$ cat src/rtl/sync_fifo_param_if.sv
// Port bundle between a producer/consumer (master) and sync_fifo_param (slave).
// CNT_W must equal $clog2(DEPTH)+1 of the FIFO this bundle is connected to.
interface sync_fifo_param_if #(
    parameter int DATA_W = 8,
    parameter int CNT_W  = 5
);
    logic              flush;
    logic              clr_err;
    logic              push;
    logic [DATA_W-1:0] data_in;
    logic              pop;
    logic [DATA_W-1:0] data_out;
    logic              fifo_full;
    logic              fifo_empty;
    logic              almost_full;
    logic              almost_empty;
    logic [CNT_W-1:0]  count;
    logic              overflow;
    logic              underflow;

    modport master (
        output flush, clr_err, push, data_in, pop,
        input  data_out, fifo_full, fifo_empty, almost_full, almost_empty,
               count, overflow, underflow
    );

    modport slave (
        input  flush, clr_err, push, data_in, pop,
        output data_out, fifo_full, fifo_empty, almost_full, almost_empty,
               count, overflow, underflow
    );
endinterface

$ cat src/rtl/sync_fifo_param.sv
// Single-clock first-word-fall-through FIFO with occupancy count, programmable
// almost-full/almost-empty thresholds, synchronous flush and sticky error flags.
module sync_fifo_param #(
    parameter int DATA_W   = 8,
    parameter int DEPTH    = 16,
    parameter int AF_LEVEL = DEPTH - 2,
    parameter int AE_LEVEL = 1
) (
    input logic                clk,
    input logic                reset_n,
    sync_fifo_param_if.slave   bus
);
    localparam int PTR_W = $clog2(DEPTH);
    localparam int CNT_W = PTR_W + 1;

    logic [DATA_W-1:0] mem [DEPTH];
    logic [PTR_W-1:0]  wr_ptr;
    logic [PTR_W-1:0]  rd_ptr;
    logic [CNT_W-1:0]  count_q;
    logic              overflow_q;
    logic              underflow_q;

    logic full;
    logic empty;
    logic do_push;
    logic do_pop;
    logic overflow_evt;
    logic underflow_evt;

    // Acceptance is decided from the registered count only; a pop on a full
    // FIFO frees the slot the simultaneous push lands in.
    // NOTE: every always_comb output gets a default first so no path can infer a latch.
    always_comb begin
        full          = (count_q == CNT_W'(DEPTH));
        empty         = (count_q == '0);
        do_push       = 1'b0;
        do_pop        = 1'b0;
        overflow_evt  = 1'b0;
        underflow_evt = 1'b0;
        if (!bus.flush) begin
            do_pop        = bus.pop && !empty;
            do_push       = bus.push && (!full || bus.pop);
            overflow_evt  = bus.push && full && !bus.pop;
            underflow_evt = bus.pop && empty;
        end
    end

    // NOTE: the storage array has no reset; only pointers and count define validity.
    always_ff @(posedge clk) begin
        if (do_push) begin
            mem[wr_ptr] <= bus.data_in;
        end
    end

    // NOTE: sequential state uses non-blocking assignments so all registers update together.
    always_ff @(posedge clk or negedge reset_n) begin
        if (!reset_n) begin
            wr_ptr  <= '0;
            rd_ptr  <= '0;
            count_q <= '0;
        end else if (bus.flush) begin
            wr_ptr  <= '0;
            rd_ptr  <= '0;
            count_q <= '0;
        end else begin
            if (do_push) begin
                wr_ptr <= wr_ptr + PTR_W'(1);
            end
            if (do_pop) begin
                rd_ptr <= rd_ptr + PTR_W'(1);
            end
            case ({do_push, do_pop})
                2'b10:   count_q <= count_q + CNT_W'(1);
                2'b01:   count_q <= count_q - CNT_W'(1);
                default: count_q <= count_q;
            endcase
        end
    end

    // A new error event in the same cycle as clr_err leaves the flag set.
    always_ff @(posedge clk or negedge reset_n) begin
        if (!reset_n) begin
            overflow_q  <= 1'b0;
            underflow_q <= 1'b0;
        end else begin
            overflow_q  <= overflow_evt  || (overflow_q  && !bus.clr_err);
            underflow_q <= underflow_evt || (underflow_q && !bus.clr_err);
        end
    end

    assign bus.data_out     = empty ? '0 : mem[rd_ptr];
    assign bus.fifo_full    = full;
    assign bus.fifo_empty   = empty;
    assign bus.almost_full  = (count_q >= CNT_W'(AF_LEVEL));
    assign bus.almost_empty = (count_q <= CNT_W'(AE_LEVEL));
    assign bus.count        = count_q;
    assign bus.overflow     = overflow_q;
    assign bus.underflow    = underflow_q;
endmodule

$ cat src/flat_wrapper.sv
// flat-port wrapper written by rule: the top's interface ports become plain ports
module sync_fifo_param_flat 
#(
    parameter int DATA_W   = 8,
    parameter int DEPTH    = 16,
    parameter int AF_LEVEL = DEPTH - 2,
    parameter int AE_LEVEL = 1
)
  (clk, reset_n, bus_flush, bus_clr_err, bus_push, bus_data_in, bus_pop, bus_data_out, bus_fifo_full, bus_fifo_empty, bus_almost_full, bus_almost_empty, bus_count, bus_overflow, bus_underflow);
  sync_fifo_param_if #(.DATA_W(DATA_W), .CNT_W(($clog2(DEPTH) + 1))) bus_i ();
  input logic clk;
  input logic reset_n;
  input wire logic [$bits(bus_i.flush)-1:0] bus_flush;
  input wire logic [$bits(bus_i.clr_err)-1:0] bus_clr_err;
  input wire logic [$bits(bus_i.push)-1:0] bus_push;
  input wire logic [$bits(bus_i.data_in)-1:0] bus_data_in;
  input wire logic [$bits(bus_i.pop)-1:0] bus_pop;
  output wire logic [$bits(bus_i.data_out)-1:0] bus_data_out;
  output wire logic [$bits(bus_i.fifo_full)-1:0] bus_fifo_full;
  output wire logic [$bits(bus_i.fifo_empty)-1:0] bus_fifo_empty;
  output wire logic [$bits(bus_i.almost_full)-1:0] bus_almost_full;
  output wire logic [$bits(bus_i.almost_empty)-1:0] bus_almost_empty;
  output wire logic [$bits(bus_i.count)-1:0] bus_count;
  output wire logic [$bits(bus_i.overflow)-1:0] bus_overflow;
  output wire logic [$bits(bus_i.underflow)-1:0] bus_underflow;
  assign bus_i.flush = bus_flush;
  assign bus_i.clr_err = bus_clr_err;
  assign bus_i.push = bus_push;
  assign bus_i.data_in = bus_data_in;
  assign bus_i.pop = bus_pop;
  assign bus_data_out = bus_i.data_out;
  assign bus_fifo_full = bus_i.fifo_full;
  assign bus_fifo_empty = bus_i.fifo_empty;
  assign bus_almost_full = bus_i.almost_full;
  assign bus_almost_empty = bus_i.almost_empty;
  assign bus_count = bus_i.count;
  assign bus_overflow = bus_i.overflow;
  assign bus_underflow = bus_i.underflow;
  sync_fifo_param #(.DATA_W(DATA_W), .DEPTH(DEPTH), .AF_LEVEL(AF_LEVEL), .AE_LEVEL(AE_LEVEL)) u_core (.clk(clk), .reset_n(reset_n), .bus(bus_i));
endmodule
$ cat config.mk
export PLATFORM = sky130hd
export DESIGN_NAME = sync_fifo_param_flat
export DESIGN_NICKNAME = d
export VERILOG_FILES = /design/src/rtl/sync_fifo_param_if.sv /design/src/rtl/sync_fifo_param.sv /design/src/flat_wrapper.sv
export SDC_FILE = /design/constraint.sdc
export NUM_CORES = 1
export LEC_CHECK = 0
export ABC_CLOCK_PERIOD_IN_PS = 6100
export CAP_MARGIN = 20
export CELL_PAD_IN_SITES_DETAIL_PLACEMENT = 1
export CELL_PAD_IN_SITES_GLOBAL_PLACEMENT = 2
export CORE_ASPECT_RATIO = 1.4
export CORE_MARGIN = 2
export CORE_UTILIZATION = 51
export DETAILED_ROUTE_END_ITERATION = 16
export DONT_BUFFER_PORTS = 1
export PLACE_DENSITY = 0.94
export SETUP_SLACK_MARGIN = 0.4
export SLEW_MARGIN = 20
export SYNTH_ARGS = -nofsm -noshare
export SYNTH_HDL_FRONTEND = slang
export SYNTH_SLANG_ARGS = --single-unit
$ cat constraint.sdc
create_clock -name clk -period 6.1 [get_ports clk]
set_input_delay 1.22 -clock clk [delete_from_list [all_inputs] [get_ports clk]]
set_output_delay 1.22 -clock clk [all_outputs]
set_load 0.02 [all_outputs]
==> impl_results.md, run 1 <==
* Status: complete, no violations
* Mapped Area at 0.00599 mm2
* Worst hold path class: in -> async
* Overall Global Routing Usage at 0.238
* Total routed wirelength at 13.7 mm
* Setup Fix Bufs, Post-CTS at 0
* Clock sinks at about 140
* Post-synthesis net count at approximately 370
* Share of layout cells above drive strength 1 at 0.203
* Hold slack at 0.487 ns
* Cells on worst reg2reg path at 7
* Pre-antenna DRT Iters at 4
* Largest net degree at the start of global routing at 36
* RSZ-0062 raised after global routing: false
* GRT overflow at 0
* # rows at 46
* Nets at 371
* Initial Util at 0.526
* HPWL Detailed at about 9 mm
* Worst clock skew at 0.00758 ns
* Ys flop type: edfxtp_1
* Levels on crit path at 5
* CTS Buf Count at 17
* Dpl cell area at about 0.006 mm2
* Max cap viols at 0
* Cell family with most CP delay: compound AO/OA/AOI/OAI gates
* Place WS at between 2 and 2.5 ns
* CP required at 4.88 ns
* Syn_area_per_cell at 17.5 um2
* Slew HR at 0.319
* Worst VDD drop at about 0.36 mV
* Final period util at 0.676
* Number of remaining DRC errors at 0
* Sequential area share after synthesis at 0.704
* CP startpoint kind: flip-flop
* Setup TNS at 0 ns
* Cell taking the most area after synthesis: edfxtp_1
* Vias in the first global route at about 3500
* Fin worst setup slack at 1.98 ns
* Most common cell after layout, fill and taps aside: edfxtp_1
* Leak Pwr at 2.17 nW
* Chip height at 132 um
* Htree depth at 4
* Crit Path Category: reg -> out
* CP max-delay cell: a211oi_1
* Initial drt markers at 200
* CP Buf/Inv Count at 2
* R2R Setup Slk at ~2.7 ns
* Cells after DPL at 472
* Largest cells by area after synthesis: edfxtp_1 (64%), mux4_2 (12%), dfrtp_1 (6.3%)
* Unique masters post-synth at 40
* Endpoint type of the worst setup path: output pin
* Chip Width at 95.6 um
* Hold-fix buffers, CTS at 0
* Placer Congestion at around 0.73
* Syn. warnings at 0
* FILL cells at 1015
* Max-slew violation count at 0
* Power Total at 2.54 mW
* Boundary pin count at 33
* CP Max Fanout at 11
* Post-synth EDFFs at 128
* Root buffer cell: clkbuf_16
* Worst path cell trace: inv_1 -> ha_1 -> or4b_1 -> clkinv_2 -> a211oi_1
* Clk buf depth at 2
* Hold Vio Cnt, Final at 0
* Delay of the slowest cell on the worst path at 0.78 ns
* Core Util, Final at 0.590
* Worst-path clk slew at 0.06 ns
* CTS tree: done
* Non-Filler Instances at 503
* Die Area at 0.0126 mm2
* Fraction of registers with async set/reset at 0.105
* Most frequent cells in the layout: edfxtp_1 (128), mux4_2 (32), nor2_1 (28)
* WP data arrival at around 2.9 ns
* Clk_lat worst skew at 0.42 ns
* #FFs+latches synth at 143
* Post-route cell area at between 0.006 and 0.007 mm2
* Wirelength per Cell at ~27 um
* PwrDens at roughly 380 mW/mm2
* Least-Margin Pin Slew at approximately 1 ns
* Achievable frequency at 0.242 GHz
* Via count at 3160
* Via density at approximately 6.3
* Ant. Diodes at 0
* Syn Inst Count at 343
* Final setup viols at 0
* Post-DRT Antenna Nets at 0
* IO buf count at 0
* Area grow syn2layout at 12.2%
* First-pass GRT wire length at between 20 and 25 mm
* Initial antenna violation count at 0
* Post-cts repair resize count at 0
* Top-area cell type share of the netlist area at 0.641
* Core area at 0.0114 mm2
* Fin crit period at 4.12 ns
==> sequential cells by signal, indices dropped and copies added, names as in the netlist <==
signal and cells:
u_core.wr_ptr 4, u_core.bus.overflow 1, u_core.mem 128, u_core.bus.count 5, u_core.rd_ptr 4, u_core.bus.underflow 1
==> per-layer routing <==
metal  global-route usage  part of all wire  vias up
met5                    0                 0        -
met4                0.129             0.041        0
met3               0.0572             0.046       37
met2                0.394              0.53      111
met1                0.283              0.38     1653
li1                     -                 -     1359
==> layout make-up <==
class	count	area [um2]	area share
clock inverter	14	183	0.0272
sequential	143	4220	0.628
multi-input combinational	168	1630	0.242
clock buffer	17	425	0.0633
timing repair buffer	6	45.0	0.00670
inverter	11	42.5	0.00633
tap	144	180	0.0268
==> cells by family (layout without fill, tap and decap cells) <==
logic type      after synthesis  after routing  share of synthesized area
buf+inv                      32             48                     0.0246
fa+ha+maj                    10             10                     0.0209
flops                       143            143                      0.704
compound gates               36             36                     0.0428
mux                          43             43                      0.139
xor+xnor                      7              7                     0.0102
simple gates                 72             72                     0.0587
==> path summary, 6_finish.rpt <==
check | startpoint | endpoint
worst max-delay path | u_core.bus.count[1] | bus_data_out[2]
worst min-delay path | reset_n | u_core.bus.count[2]
worst max register to register | u_core.bus.count[1] | u_core.mem[10][2]
worst min register to register | u_core.bus.underflow | u_core.bus.underflow
max in group asynchronous | reset_n | u_core.rd_ptr[1]
min in group clk | u_core.bus.underflow | u_core.bus.underflow
==> worst register-to-register path: stages (launching register included) <==
cell	delay (ns)
dfrtp_1	0.59
inv_1	0.19
ha_1	0.25
nand4bb_1	0.29
inv_1	0.24
a21oi_1	0.44
nand2_1	0.23
nor2_1	0.82
==> where the power goes <==
| group | switching [mW] | internal (mW) | total, mW |
|---|---|---|---|
| logic | 0.202 | 0.142 | 0.343 |
| clock network | 0.421 | 0.649 | 1.07 |
| registers | 0.0434 | 1.09 | 1.13 |
| total | 0.666 | 1.88 | 2.54 |
==> synthesized netlist by cell type, drive strengths merged, types with 4 or more instances <==
master	count
nor2b	8
clkbuf	10
nand2b	5
inv	10
buf	11
xor2	4
dfrtp	15
a21oi	4
ha	10
a211oi	16
edfxtp	128
nand2	11
mux2i	9
nor3	7
mux4	32
nor2	29
nand3	5
o21ai	4
Note: power is estimated with default switching activity, not from simulation.
==> run 2, diff against run 1 <==
Settings changed: ABC_CLOCK_PERIOD_IN_PS 6100 to 3600, CORE_UTILIZATION 51 to 43, PLACE_DENSITY 0.94 to 0.86.
Clock period 6.1 ns to 3.6 ns, I/O delays scaled along.
==> run 2 against run 1 <==
Worst hold slack got worse by 0.13 ns. First-iteration DRC count fell by 5.0%. Clock skew fell by 0.0017 ns. Largest cell class unchanged. Via count rose by 1.8%. Largest power group unchanged. Clock power rose by 49%.
==> impl_results.md, run 2 (synthesis gave the netlist of run 1 again) <==
* Worst path cell trace: buf_4 -> mux4_2 -> mux2_2 -> o21ai_0 -> a21oi_1
* Area grow syn2layout at 14.8%
* Worst hold start: bus_flush
* Max-slew violation count at 0
* PwrDens at slightly above 600 mW/mm2
* Clock sinks at 143
* CP Max Fanout at 16
* Final period util at 0.861
* Post-DRT Antenna Nets at 0
* Worst hold path class: in -> reg
* Leak Pwr at 2.22 nW
* Cells on worst reg2reg path at 7
* Boundary pin count at 33
* R2R Path Start: u_core.bus.count[0]
* Wirelength per Cell at about 26 um
* Most frequent cells in the layout: edfxtp_1 (128), mux4_2 (32), nor2_1 (26)
* Share of layout cells above drive strength 1 at 0.255
* GRT overflow at 0
* CP startpoint kind: flip-flop
* CTS Buf Count at 17
* Status: complete, no violations
* Pre-antenna DRT Iters at 4
* FILL cells at 1317
* WHS Path Cells at 1
* Slew HR at 0.488
* First-pass GRT wire length at 22.0 mm
* Max FFs per register at 128
* Initial antenna violation count at 0
* Via density at 5.73
* Fin crit period at 3.10 ns
* Clk_lat worst skew at 0.42 ns
* Final setup viols at 0
* Hold slack at 0.357 ns
* Die Area at 0.0149 mm2
* Crit Path Category: reg -> out
* IO buf count at 0
* Setup crit start: u_core.rd_ptr[3]
* Least-Margin Pin Slew at 0.766 ns
* CP max-delay cell: mux4_2
* CP required at between 2 and 3 ns
* Worst clock skew at 0.00590 ns
* HPWL Detailed at between 9 and 10 mm
* Initial Util at 0.435
* Htree depth at 4
* Total routed wirelength at 14.3 mm
* RSZ-0062 raised after global routing: true
* Clk buf depth at 2
* Initial drt markers at 190
* R2R Setup Slk at ~0.54 ns
* Critical path capture point: bus_data_out[6]
* Placer Congestion at 0.919
* Core area at 0.0138 mm2
* Achievable frequency at ~0.32 GHz
* Largest net degree at the start of global routing at 27
* FF-to-FF End: u_core.mem[12][6]
* Max cap viols at 0
* Chip Width at 104 um
* Root buffer cell: clkbuf_16
* Worst VDD drop at 0.315 mV
* CTS tree: done
* Delay of the slowest cell on the worst path at 0.55 ns
* # rows at between 50 and 60
* Overall Global Routing Usage at 0.207
* Nets at 388
* Number of remaining DRC errors at 0
* Endpoint type of the worst setup path: output pin
* Chip height at 144 um
* Via count at 3218
* Sequential Area at 0.00422 mm2
* Vias in the first global route at between 3000 and 4000
* Hold Vio Cnt, Final at 0
* Ant. Diodes at 0
* Most common cell after layout, fill and taps aside: edfxtp_1
* Worst-path clk slew at around 0.060 ns
* Largest Register: u_core.mem
* WP data arrival at around 2.4 ns
* Multi-input gate area at 0.00165 mm2
* Setup TNS at 0 ns
[run 2: where the power goes]
part           switching, mW  internal, mW
Combinational          0.410         0.324
Sequential            0.0555          1.84
Clock                  0.706         0.887
Total                   1.17          3.05
[run 2: layout make-up]
cell class	count	share of cell area
sequential	143	0.614
multi-input combinational	168	0.239
clock buffer	17	0.0618
tap	185	0.0336
timing repair buffer	23	0.0284
clock inverter	15	0.0164
inverter	11	0.00673
[run 2: critical path: cells and delay by family (launching register included)]
kind / cells / cell delay [ns]
compound gates: 2 / 0.52
buf+inv: 1 / 0.27
flops: 1 / 0.36
mux: 2 / 0.82
[run 2: how the worst min path moves through the flow]
stage / end / slack (ns)
CTS: u_core.rd_ptr[1] / 0.34
finish: u_core.rd_ptr[1] / 0.36
global placement: u_core.bus.count[2] / 0.42
detailed placement: u_core.bus.count[2] / 0.42
floorplan: u_core.bus.count[0] / 0.42
global route: u_core.rd_ptr[2] / 0.35
[run 2: per-stage QoR]
stage	util	setup WS, ns	cells	area, um2	power [mW]
after floorplan	-	0.926	343	5990	2.43
after global placement	0.457	0.669	528	6290	2.62
after detailed placement	0.457	0.381	528	6290	2.63
after CTS	0.498	0.407	561	6860	4.24
after global routing	0.499	0.384	562	6880	4.37
final	0.499	0.499	562	6880	4.23
[run 2: layer usage]
metal  global-route usage  up-vias  routed length (um)
met3               0.0544       31                 655
met2                0.362       94                7590
met5                    0        -                   0
li1                     -     1396                   -
met4               0.0982        0                 481
met1                0.239     1697                5610
[run 2: repair_timing]
| action | 4_1_cts | 5_1_grt |
|---|---|---|
| hold endpoints to repair | 15 | 0 |
| gates resized for setup | 7 | 4 |
| hold buffers | 1 | 0 |
| setup endpoints to repair | 64 | 16 |
| buffers inserted | 0 | 1 |
